`src/rtl/uart_echo_pkg.sv`:
```
// Shared types for the UART echo engine: transform modes, TX FSM states and
// the FIFO level-width helper.
package uart_echo_pkg;

  typedef enum logic [1:0] {
    MODE_PASS    = 2'd0,
    MODE_MULT    = 2'd1,
    MODE_INVERT  = 2'd2,
    MODE_REVERSE = 2'd3
  } echo_mode_e;

  typedef enum logic [1:0] {
    ST_IDLE      = 2'd0,
    ST_START     = 2'd1,
    ST_WAIT_BUSY = 2'd2,
    ST_WAIT_DONE = 2'd3
  } tx_state_e;

  localparam int ECHO_DEFAULT_DEPTH = 32'sd16;

  // Occupancy needs one bit more than the pointers so "full" is representable.
  function automatic int level_w(input int depth);
    return $clog2(depth) + 32'sd1;
  endfunction

  localparam int ECHO_DEFAULT_LVL_W = level_w(ECHO_DEFAULT_DEPTH);

endpackage

```
`src/rtl/uart_echo_engine_if.sv`:
```
// Word-level handshake between the echo engine and the uart_rx/uart_tx cores.
// master = the echo engine, slave = the UART cores.
interface uart_echo_if #(
  parameter int DATA_W = 8
) ();
  logic [DATA_W-1:0] rx_data;
  logic              rx_valid;
  logic [DATA_W-1:0] tx_data;
  logic              tx_start;
  logic              tx_busy;

  modport master (
    input  rx_data, rx_valid, tx_busy,
    output tx_data, tx_start
  );

  modport slave (
    output rx_data, rx_valid, tx_busy,
    input  tx_data, tx_start
  );
endinterface

```
`src/rtl/uart_echo_engine_fifo.sv`:
```
// echo_fifo: synchronous FIFO with registered occupancy; the head word is
// presented combinationally on rdata, pointers wrap modulo FIFO_DEPTH.
module echo_fifo
  import uart_echo_pkg::*;
#(
  parameter int DATA_W     = 8,
  parameter int FIFO_DEPTH = 16
) (
  input  logic                             clk,
  input  logic                             rst_n,
  input  logic                             push,
  input  logic                             pop,
  input  logic [DATA_W-1:0]                wdata,
  output logic [DATA_W-1:0]                rdata,
  output logic                             full,
  output logic                             empty,
  output logic [level_w(FIFO_DEPTH)-1:0]   level
);

  localparam int AW    = $clog2(FIFO_DEPTH);
  localparam int LVL_W = level_w(FIFO_DEPTH);
  localparam logic [LVL_W-1:0] LVL_FULL = LVL_W'(FIFO_DEPTH);
  localparam logic [LVL_W-1:0] LVL_ZERO = {LVL_W{1'b0}};

  logic [DATA_W-1:0] mem_r [FIFO_DEPTH];
  logic [AW-1:0]     wr_ptr_r;
  logic [AW-1:0]     rd_ptr_r;
  logic [LVL_W-1:0]  level_r;
  logic              wr_en_s;
  logic              rd_en_s;

  // Qualify requests: a push into a full FIFO is legal only alongside a pop.
  always_comb begin
    rd_en_s = 1'b0;
    wr_en_s = 1'b0;
    if (pop && (level_r != LVL_ZERO)) begin
      rd_en_s = 1'b1;
    end else begin
      rd_en_s = 1'b0;
    end
    if (push && ((level_r != LVL_FULL) || rd_en_s)) begin
      wr_en_s = 1'b1;
    end else begin
      wr_en_s = 1'b0;
    end
  end

  // Storage array; contents are discarded on reset by clearing the pointers.
  always_ff @(posedge clk) begin
    if (wr_en_s) begin
      mem_r[wr_ptr_r] <= wdata;
    end
  end

  // Pointer and occupancy registers.
  always_ff @(posedge clk or negedge rst_n) begin
    if (!rst_n) begin
      wr_ptr_r <= {AW{1'b0}};
      rd_ptr_r <= {AW{1'b0}};
      level_r  <= LVL_ZERO;
    end else begin
      if (wr_en_s) begin
        wr_ptr_r <= wr_ptr_r + AW'(1'b1);
      end
      if (rd_en_s) begin
        rd_ptr_r <= rd_ptr_r + AW'(1'b1);
      end
      case ({wr_en_s, rd_en_s})
        2'b10:   level_r <= level_r + LVL_W'(1'b1);
        2'b01:   level_r <= level_r - LVL_W'(1'b1);
        default: level_r <= level_r;
      endcase
    end
  end

  assign rdata = mem_r[rd_ptr_r];
  assign full  = (level_r == LVL_FULL);
  assign empty = (level_r == LVL_ZERO);
  assign level = level_r;

endmodule

```
`src/rtl/uart_echo_engine.sv`:
```
// uart_echo_engine: transforms received words into a FIFO and issues them to
// uart_tx with a busy handshake. Optional counters: define UART_ECHO_STATS_EN.
module uart_echo_engine
  import uart_echo_pkg::*;
#(
  parameter int DATA_W     = 8,
  parameter int FIFO_DEPTH = 16,
  parameter int MULT       = 2,
  parameter int BUSY_WAIT  = 4,
  parameter int CNT_W      = 16
) (
  input  logic                           clk,
  input  logic                           rst_n,
  uart_echo_if.master                    bus,
  input  logic [1:0]                     mode,
  output logic [level_w(FIFO_DEPTH)-1:0] fifo_level,
  output logic                           overflow,
  input  logic                           clr_overflow
`ifdef UART_ECHO_STATS_EN
  ,
  output logic [CNT_W-1:0]               rx_count,
  output logic [CNT_W-1:0]               tx_count
`endif
);

  localparam int WAIT_W = $clog2(BUSY_WAIT + 1);
  localparam logic [WAIT_W-1:0] WAIT_LAST = WAIT_W'(BUSY_WAIT - 1);
  localparam logic [DATA_W-1:0] MULT_C    = DATA_W'(MULT);

  tx_state_e         state_r;
  tx_state_e         state_s;
  logic [WAIT_W-1:0] wait_cnt_r;
  logic [DATA_W-1:0] xform_s;
  logic [DATA_W-1:0] head_s;
  logic [DATA_W-1:0] tx_data_r;
  logic              tx_start_r;
  logic              overflow_r;
  logic              fifo_full_s;
  logic              fifo_empty_s;
  logic              push_s;
  logic              pop_s;
  logic              drop_s;

  // Multiply keeps only the low DATA_W bits since both operands are DATA_W wide.
  function automatic logic [DATA_W-1:0] xform(input logic [1:0] sel,
                                              input logic [DATA_W-1:0] d);
    logic [DATA_W-1:0] r;
    r = d;
    case (echo_mode_e'(sel))
      MODE_PASS:    r = d;
      MODE_MULT:    r = d * MULT_C;
      MODE_INVERT:  r = ~d;
      MODE_REVERSE: for (int i = 0; i < DATA_W; i++) r[i] = d[DATA_W-1-i];
      default:      r = d;
    endcase
    return r;
  endfunction

  echo_fifo #(
    .DATA_W     (DATA_W),
    .FIFO_DEPTH (FIFO_DEPTH)
  ) u_fifo (
    .clk   (clk),
    .rst_n (rst_n),
    .push  (push_s),
    .pop   (pop_s),
    .wdata (xform_s),
    .rdata (head_s),
    .full  (fifo_full_s),
    .empty (fifo_empty_s),
    .level (fifo_level)
  );

  // Transform at write time using the mode sampled with rx_valid.
  always_comb begin
    xform_s = xform(mode, bus.rx_data);
  end

  // TX FSM next state and pop; a full FIFO still accepts a push alongside a pop.
  always_comb begin
    state_s = state_r;
    pop_s   = 1'b0;
    case (state_r)
      ST_IDLE: begin
        if (!fifo_empty_s) begin
          pop_s   = 1'b1;
          state_s = ST_START;
        end else begin
          state_s = ST_IDLE;
        end
      end
      ST_START: state_s = ST_WAIT_BUSY;
      ST_WAIT_BUSY: begin
        if (bus.tx_busy) begin
          state_s = ST_WAIT_DONE;
        end else if (wait_cnt_r == WAIT_LAST) begin
          state_s = ST_IDLE;
        end else begin
          state_s = ST_WAIT_BUSY;
        end
      end
      ST_WAIT_DONE: begin
        if (!bus.tx_busy) begin
          state_s = ST_IDLE;
        end else begin
          state_s = ST_WAIT_DONE;
        end
      end
      default: state_s = ST_IDLE;
    endcase
    push_s = bus.rx_valid && (!fifo_full_s || pop_s);
    drop_s = bus.rx_valid && fifo_full_s && !pop_s;
  end

  // FSM state, busy-wait timer, registered TX outputs and sticky overflow.
  always_ff @(posedge clk or negedge rst_n) begin
    if (!rst_n) begin
      state_r    <= ST_IDLE;
      wait_cnt_r <= {WAIT_W{1'b0}};
      tx_data_r  <= {DATA_W{1'b0}};
      tx_start_r <= 1'b0;
      overflow_r <= 1'b0;
    end else begin
      state_r    <= state_s;
      tx_start_r <= (state_s == ST_START);
      if (state_r == ST_WAIT_BUSY) begin
        wait_cnt_r <= wait_cnt_r + WAIT_W'(1'b1);
      end else begin
        wait_cnt_r <= {WAIT_W{1'b0}};
      end
      if (pop_s) begin
        tx_data_r <= head_s;
      end
      if (drop_s) begin
        overflow_r <= 1'b1;
      end else if (clr_overflow) begin
        overflow_r <= 1'b0;
      end
    end
  end

`ifdef UART_ECHO_STATS_EN
  // Accepted-push and issued-word counters, free-running with wrap.
  always_ff @(posedge clk or negedge rst_n) begin
    if (!rst_n) begin
      rx_count <= {CNT_W{1'b0}};
      tx_count <= {CNT_W{1'b0}};
    end else begin
      if (push_s) begin
        rx_count <= rx_count + CNT_W'(1'b1);
      end
      if (state_s == ST_START) begin
        tx_count <= tx_count + CNT_W'(1'b1);
      end
    end
  end
`endif

  assign bus.tx_data  = tx_data_r;
  assign bus.tx_start = tx_start_r;
  assign overflow     = overflow_r;

endmodule

```
`src/flat_wrapper.sv`:
```
// flat-port wrapper written by rule: the top's interface ports become plain ports
module uart_echo_engine_flat import uart_echo_pkg::*;
#(
  parameter int DATA_W     = 8,
  parameter int FIFO_DEPTH = 16,
  parameter int MULT       = 2,
  parameter int BUSY_WAIT  = 4,
  parameter int CNT_W      = 16
)
  (clk, rst_n, mode, fifo_level, overflow, clr_overflow, bus_rx_data, bus_rx_valid, bus_tx_busy, bus_tx_data, bus_tx_start);
  uart_echo_if #(.DATA_W(DATA_W)) bus_i ();
  input  logic clk;
  input  logic rst_n;
  input  logic [1:0] mode;
  output logic [level_w(FIFO_DEPTH)-1:0] fifo_level;
  output logic overflow;
  input  logic clr_overflow;
  input wire logic [$bits(bus_i.rx_data)-1:0] bus_rx_data;
  input wire logic [$bits(bus_i.rx_valid)-1:0] bus_rx_valid;
  input wire logic [$bits(bus_i.tx_busy)-1:0] bus_tx_busy;
  output wire logic [$bits(bus_i.tx_data)-1:0] bus_tx_data;
  output wire logic [$bits(bus_i.tx_start)-1:0] bus_tx_start;
  assign bus_i.rx_data = bus_rx_data;
  assign bus_i.rx_valid = bus_rx_valid;
  assign bus_i.tx_busy = bus_tx_busy;
  assign bus_tx_data = bus_i.tx_data;
  assign bus_tx_start = bus_i.tx_start;
  uart_echo_engine #(.DATA_W(DATA_W), .FIFO_DEPTH(FIFO_DEPTH), .MULT(MULT), .BUSY_WAIT(BUSY_WAIT), .CNT_W(CNT_W)) u_core (.clk(clk), .rst_n(rst_n), .bus(bus_i), .mode(mode), .fifo_level(fifo_level), .overflow(overflow), .clr_overflow(clr_overflow));
endmodule
```
`config.mk`:
```
export PLATFORM = sky130hd
export DESIGN_NAME = uart_echo_engine_flat
export DESIGN_NICKNAME = d
export VERILOG_FILES = /design/src/rtl/uart_echo_pkg.sv /design/src/rtl/uart_echo_engine_if.sv /design/src/rtl/uart_echo_engine_fifo.sv /design/src/rtl/uart_echo_engine.sv /design/src/flat_wrapper.sv
export SDC_FILE = /design/constraint.sdc
export NUM_CORES = 1
export LEC_CHECK = 0
export CAP_MARGIN = 20
export CORE_ASPECT_RATIO = 1.25
export CORE_MARGIN = 5
export CORE_UTILIZATION = 30
export CTS_CLUSTER_DIAMETER = 80
export DETAILED_ROUTE_END_ITERATION = 16
export GPL_TIMING_DRIVEN = 0
export HOLD_SLACK_MARGIN = 0.12
export PLACE_DENSITY_LB_ADDON = 0.05
export SYNTH_ARGS = -nofsm -noshare
export SYNTH_HDL_FRONTEND = slang
export SYNTH_SLANG_ARGS = --single-unit
```
`constraint.sdc`:
```
create_clock -name clk -period 2.7 [get_ports clk]
set_input_delay 0.54 -clock clk [delete_from_list [all_inputs] [get_ports clk]]
set_output_delay 0.54 -clock clk [all_outputs]
set_load 0.01 [all_outputs]
```
Word level (Yosys, flattened, before mapping)
Memories as Yosys holds them, arrays and structs flattened. A register that Yosys moved wholly into a read port is not among the register bits.
Index checks and enable logic that the tools add are counted.
Widths: inputs -> output; s select.
- logic and storage cells: 58
- input bits: 15
- flip-flop bits (word level): 20
- output and inout port bits: 15
- memory bits (writable): 128
- memories: 1
- memories (memory ; depth ; bits a word ; rd ports ; clocked after Yosys merged registers in ; wr ports ; line ; source):
    u_core.u_fifo.mem_r ; 16 ; 8 ; 1 ; 1 ; 1 ; uart_echo_engine_fifo.sv:25 ; logic [DATA_W-1:0] mem_r [FIFO_DEPTH];
- reductions and logical operators: 16
- multiplexer cells: 16
- add/sub/neg operators: 5
- bitwise logic cells: 1
- equal/unequal tests: 12
- operator list (cell ; number):
    $pmux 8 s4 ; 1
    $eq 2x2->1 const B ; 5
    $pmux 5 s2 ; 1
    $mux 1 ; 9
    $add 4x1->4 const B ; 2
    $eq 2x1->1 const B ; 4
    $not 8->8 ; 1
    $pmux 2 s4 ; 1
    $mux 2 ; 3
    $add 5x1->5 const B ; 1
    $eq 5x5->1 const B ; 1
    $logic_and 1x1->1 ; 5
    $logic_not 5->1 ; 1
    $ne 5x5->1 const B ; 1
    $reduce_bool 5->1 ; 1
    $sub 5x1->5 const B ; 1
    $logic_not 2->1 ; 2
    $reduce_bool 2->1 ; 2
    $add 3x1->3 const B ; 1
    $eq 3x2->1 const B ; 1
    $logic_not 1->1 ; 3
    $mux 3 ; 1
    $logic_or 1x1->1 ; 2

Longest topological paths before layout
- depth in word-level cells: 10
- mapped depth: 13
- depth with buffers taken out: 10

Cells and area by module
From an unflattened synthesis, not the netlist that was laid out.
- cells, all modules: 387
- area total of the unflattened synthesis: 6811.5 µm²
- by module, submodules not included (module ; seq. area each (µm²) ; area each (µm²) ; cells each ; times used):
    echo_fifo ; 4169.0 ; 5973.2 ; 304 ; 1
    uart_echo_engine ; 375.4 ; 838.3 ; 83 ; 1

Least setup slack after synthesis
OpenSTA, ideal clock, no wires.
- path kind: reg-to-reg
- start point: register u_core.u_fifo.level_r[1] (netlist: u_core.u_fifo.level[1])
- end point: register u_core.u_fifo.level_r[4] (netlist: u_core.u_fifo.level[4])
- path buffers: 2
- library setup time: 0.129 ns
- stages on the path, launching flop included: 12
- data required time: 2.571 ns
- data arrival time: 2.886 ns
- period minus slack after synthesis: 3.014 ns
- slack: -0.314 ns
- cell sequence: dfrtp_1 > or4_4 > o21a_1 > buf_2 > ha_1 > clkbuf_1 > xor2_1 > ha_1 > o211a_1 > or4_1 > nand3_1 > nor3b_1
- longest elaborated chain between the ends: 10
- elaborated cells between the ends (all ways): 20
- those cells by class: 2 x add/sub; 4 x eq/ne; 5 x mux; 9 x reduce/logical
- RTL lines (item ; line ; source):
    start, declared ; uart_echo_engine_fifo.sv:28 ; logic [LVL_W-1:0] level_r;
    start signal, assigned ; uart_echo_engine_fifo.sv:69 ; 2'b10: level_r <= level_r + LVL_W'(1'b1);
    start signal, assigned ; uart_echo_engine_fifo.sv:70 ; 2'b01: level_r <= level_r - LVL_W'(1'b1);
    start signal, assigned ; uart_echo_engine_fifo.sv:71 ; default: level_r <= level_r;
    $logic_not 5->1 ; uart_echo_engine_fifo.sv:78 ; assign empty = (level_r == LVL_ZERO);
    $mux 1 ; uart_echo_engine.sv:85 ; if (!fifo_empty_s) begin
    $mux 1 ; uart_echo_engine.sv:83 ; case (state_r)
    $logic_and 1x1->1 * ; uart_echo_engine_fifo.sv:36 ; if (pop && (level_r != LVL_ZERO)) begin
    $mux 1 * ; uart_echo_engine_fifo.sv:36 ;
    named net u_core.u_fifo.rd_en_s ; uart_echo_engine_fifo.sv:30 ; logic rd_en_s;
    $logic_or 1x1->1 ; uart_echo_engine_fifo.sv:41 ; if (push && ((level_r != LVL_FULL) || rd_en_s)) begin
    $logic_and 1x1->1 ; uart_echo_engine_fifo.sv:41 ;
    $mux 1 ; uart_echo_engine_fifo.sv:41 ;
    $eq 2x1->1 or $eq 2x2->1 (tied branches) ; uart_echo_engine_fifo.sv:68 ; case ({wr_en_s, rd_en_s})
    $pmux 5 s2 or $reduce_bool 2->1 (tied branches) ; n/a ;
Mark *: on every way through the listed nets, which the timed path passes. The rest lies on a longest branch.
A chain may end at the register's enable or synchronous reset.

Worst setup path after layout
- start point: register u_core.u_fifo.level_r[0] (netlist: u_core.u_fifo.level[0])
- end point: register u_core.u_fifo.level_r[4] (netlist: u_core.u_fifo.level[4])
The elaborated chain is that of the path after synthesis.

==> impl_metrics.py <==
metrics = {
    "status": {
        "status": "complete, but fails checks",
        "violations": "setup timing",
    },
    "grt": {
        "overflow": 0,
        "grt_pass1_wl_um": 23300,
        "track_usage_pct": 12.9,
        "antenna_found_initial": 0,
        "grt_pass1_vias": 3710,
        "grt_max_degree": 29,
    },
    "yosys": {
        "synth_edf_count": 128,
        "syn_area_per_cell_um2": 17.3,
        "post-synth-top-count-cell": "edfxtp_1",
        "synth_cell_types": 41,
        "synth_common_cells": "128 x edfxtp_1, 32 x mux4_2, 28 x dfrtp_1",
        "synthArstFlopShare_pct": 17.9,
        "syn_area_um2": 6520,
        "yosysTopAreaCell": "edfxtp_1",
        "synth_nets": 403,
        "ys_warn_count": 0,
        "synth_ff_type": "edfxtp_1",
        "synth.top_cells.by_area": "edfxtp_1 59%, mux4_2 11%, dfrtp_1 11%",
        "synth_seq_cells": 156,
        "synth_top_area_share_pct": 59.0,
        "seq_area_frac_synth_pct": 69.7,
        "syn_inst": 377,
    },
    "layout": {
        "fillCellCount": 2058,
        "multi_input_area_um2": 1870,
        "drive_above_1_share_pct": 26.6,
        "stdcell_count": 734,
        "final_area_um2": 7960,
        "nets": 468,
        "num_antenna_cells": 0,
        "ff_latch_area_um2": 4550,
        "area_growth_pct": 22.1,
    },
    "hold_path": {
        "hp-class": "in -> async",
    },
    "route": {
        "drt_iter0_markers": 174,
        "num_vias": 3533,
        "drc": 0,
        "drtAntennaViolNets": 0,
        "totalWireLength_um": 15300,
        "wl_per_cell_um": 20.9,
        "drtPass1Iterations": 4,
        "routed_via_density": 4.81,
    },
    "placed_design": {
        "place_congestion": 0.735,
        "dp_hpwl_um": 10600,
        "place_area_um2": 7300,
        "port_buffers": 27,
        "dp.cells": 697,
    },
    "timing": {
        "fmax_mhz": 351,
        "hold_slack_ps": 177,
        "setup_viol": 1,
        "period_share_pct": 105,
        "hold_viol": 0,
        "worstMarginPinSlew_ps": 999,
        "rsz0062_at_grt": "true",
        "slew-limit-headroom_pct": 33.4,
        "setup_ws_ps": -148,
        "fin_skew_ps": 11.0,
        "report.final.slew_viol_count": 0,
        "tns_ps": -148,
        "period_needed_ps": 2850,
    },
    "floorplan": {
        "die_area_um2": 24800,
        "io_pins": 30,
        "die_h_um": 175,
        "fp-row-count": 60,
        "start_util_pct": 30.3,
        "die_w_um": 142,
        "core_um2": 21500,
    },
    "cts": {
        "cts_max_path_buffers": 2,
        "cts.sinks": 156,
        "clock-root-buffer": "clkbuf_16",
        "postCtsHoldBufs": 0,
        "cts_buffers": 17,
        "worstSkewPairLatency_ps": 420,
        "clk_pin_slew_worst_paths_ps": 60,
        "htree_levels": 4,
        "cts_tree": "yes",
    },
    "critical_path": {
        "slowest_delay_ps": 580,
        "slowest_stage": "or4_4",
        "reg2reg_depth": 11,
        "r2r_setup_slack_ps": -150,
        "rr_endpoint": "u_core.u_fifo.level[4]",
        "r2r-start": "u_core.u_fifo.level[0]",
        "critPathArrivalTime_ps": 3140,
        "crit_chain": "or4_4, o21a_1, buf_6, ha_4, buf_8, xor2_2, ha_2, o211a_1, or4_1, nand3_2, nor3b_1",
        "critPathKind": "reg -> reg",
        "path_max_fanout": 4,
        "cp_data_required_time_ps": 2990,
        "cp-start-kind": "flop",
        "end_kind": "flop",
    },
    "pwr": {
        "pwr-share-clk_pct": 27.5,
        "swShare_pct": 31.5,
        "power_mw": 8.32,
        "power.density_nw_per_um2": 1050,
        "switchingPower_mw": 2.62,
        "p_leak_nw": 2.71,
        "vdd_drop_max_uv": 336,
        "combPwrFrac_pct": 33.5,
        "power_report.internal_total_mw": 5.70,
        "pwr-share-seq_pct": 39.0,
    },
    "run": {
        "maxCapViolations": 0,
    },
}
critical path: cells and delay by family (launching register included):
kind	cells	cell delay, ps
adder cells (fa/ha/maj)	2	360
flip-flops	1	410
buffers and inverters	2	250
XOR/XNOR	1	130
AO/OA/AOI/OAI	2	420
AND/OR/NAND/NOR	4	1150
cells in the final DEF (no fill, tap or decap), types with 10 or more instances in the layout:
cell,synthesis,final
clkbuf_16,0,17
mux2_2,10,10
a21oi_1,17,17
o22ai_1,16,16
clkdlybuf4s50_1,0,26
nor2_1,20,20
mux4_2,32,32
buf_4,2,18
clkbuf_1,11,12
dfrtp_1,28,25
edfxtp_1,128,128
sequential cells by signal, indices dropped and copies added (netlist names):
signal and flops:
u_core.bus.tx_data 8, u_core.state_r 2, u_core.bus.tx_start 1, u_core.u_fifo.rd_ptr_r 4
u_core.wait_cnt_r 3, u_core.u_fifo.wr_ptr_r 4, u_core.overflow 1, u_core.u_fifo.level 5
u_core.u_fifo.mem_r 128
final cells by class:
cell class              instances  area share, %
clock inverters                 8           1.05
flip-flops and latches        156           57.2
repair buffers                 48           5.55
inverters                      10          0.629
multi-input cells             188           23.5
clock buffers                  24           6.06
well taps                     279           4.39
plain buffers                  21           1.67
layer usage:
layer  track usage [%]  part of all wire, %  vias to the layer above
li1                  -                    -                     1603
met1              16.5                   43                     1830
met2              21.6                   52                       89
met3              3.23                  4.2                       11
met4              4.12                  1.1                        0
met5                 0                    0                        -
power by group through the flow:
stage	registers [mW]	clock network [mW]	logic [mW]
final	3.24	2.29	2.79
after global routing	3.29	2.46	3.05
after CTS	3.25	2.35	2.85
after detailed placement	3.30	0	2.77
after global placement	3.29	0	2.67
after floorplan	3.28	0	1.73
logic make-up (layout without fill, tap and decap cells):
family          count (synthesis)  in the layout  share of synthesized area (%)
compound gates                 51             51                           4.72
fa+ha+maj                      11             11                           2.11
xor+xnor                       18             18                           2.42
flops                         156            156                           69.7
simple gates                   60             60                           4.76
mux                            48             48                           13.7
buf+inv                        33            111                           2.53
what timing repair did:
action | CTS | global route
setup buffers | 7 | 0
pin swaps | 5 | 4
gates cloned | 0 | 0
setup endpoints to repair | 3 | 3
resized for setup | 8 | 4
how the worst max path moves through the flow:
| stage | slack, ps | start | end | cells after the start |
|---|---|---|---|---|
| 2_1_floorplan | -240 | u_core.u_fifo.level[1] | u_core.u_fifo.level[4] | 11 |
| 3_3_place_gp | -960 | mode[1] | u_core.u_fifo.mem_r[1][0] | 4 |
| 3_5_place_dp | -480 | u_core.u_fifo.level[1] | u_core.u_fifo.level[4] | 11 |
| 4_1_cts | -180 | u_core.u_fifo.level[0] | u_core.u_fifo.level[4] | 11 |
| 5_1_grt | -230 | u_core.u_fifo.level[0] | u_core.u_fifo.level[4] | 11 |
| 6_report | -150 | u_core.u_fifo.level[0] | u_core.u_fifo.level[4] | 11 |
per-stage QoR:
stage / setup WS, ps / utilization (%)
2_1_floorplan: -237 / -
3_3_place_gp: -962 / 33.3
3_5_place_dp: -475 / 34.0
4_1_cts: -177 / 37.0
5_1_grt: -230 / 37.1
6_report: -148 / 37.1
(Power assumes the default switching activity.)
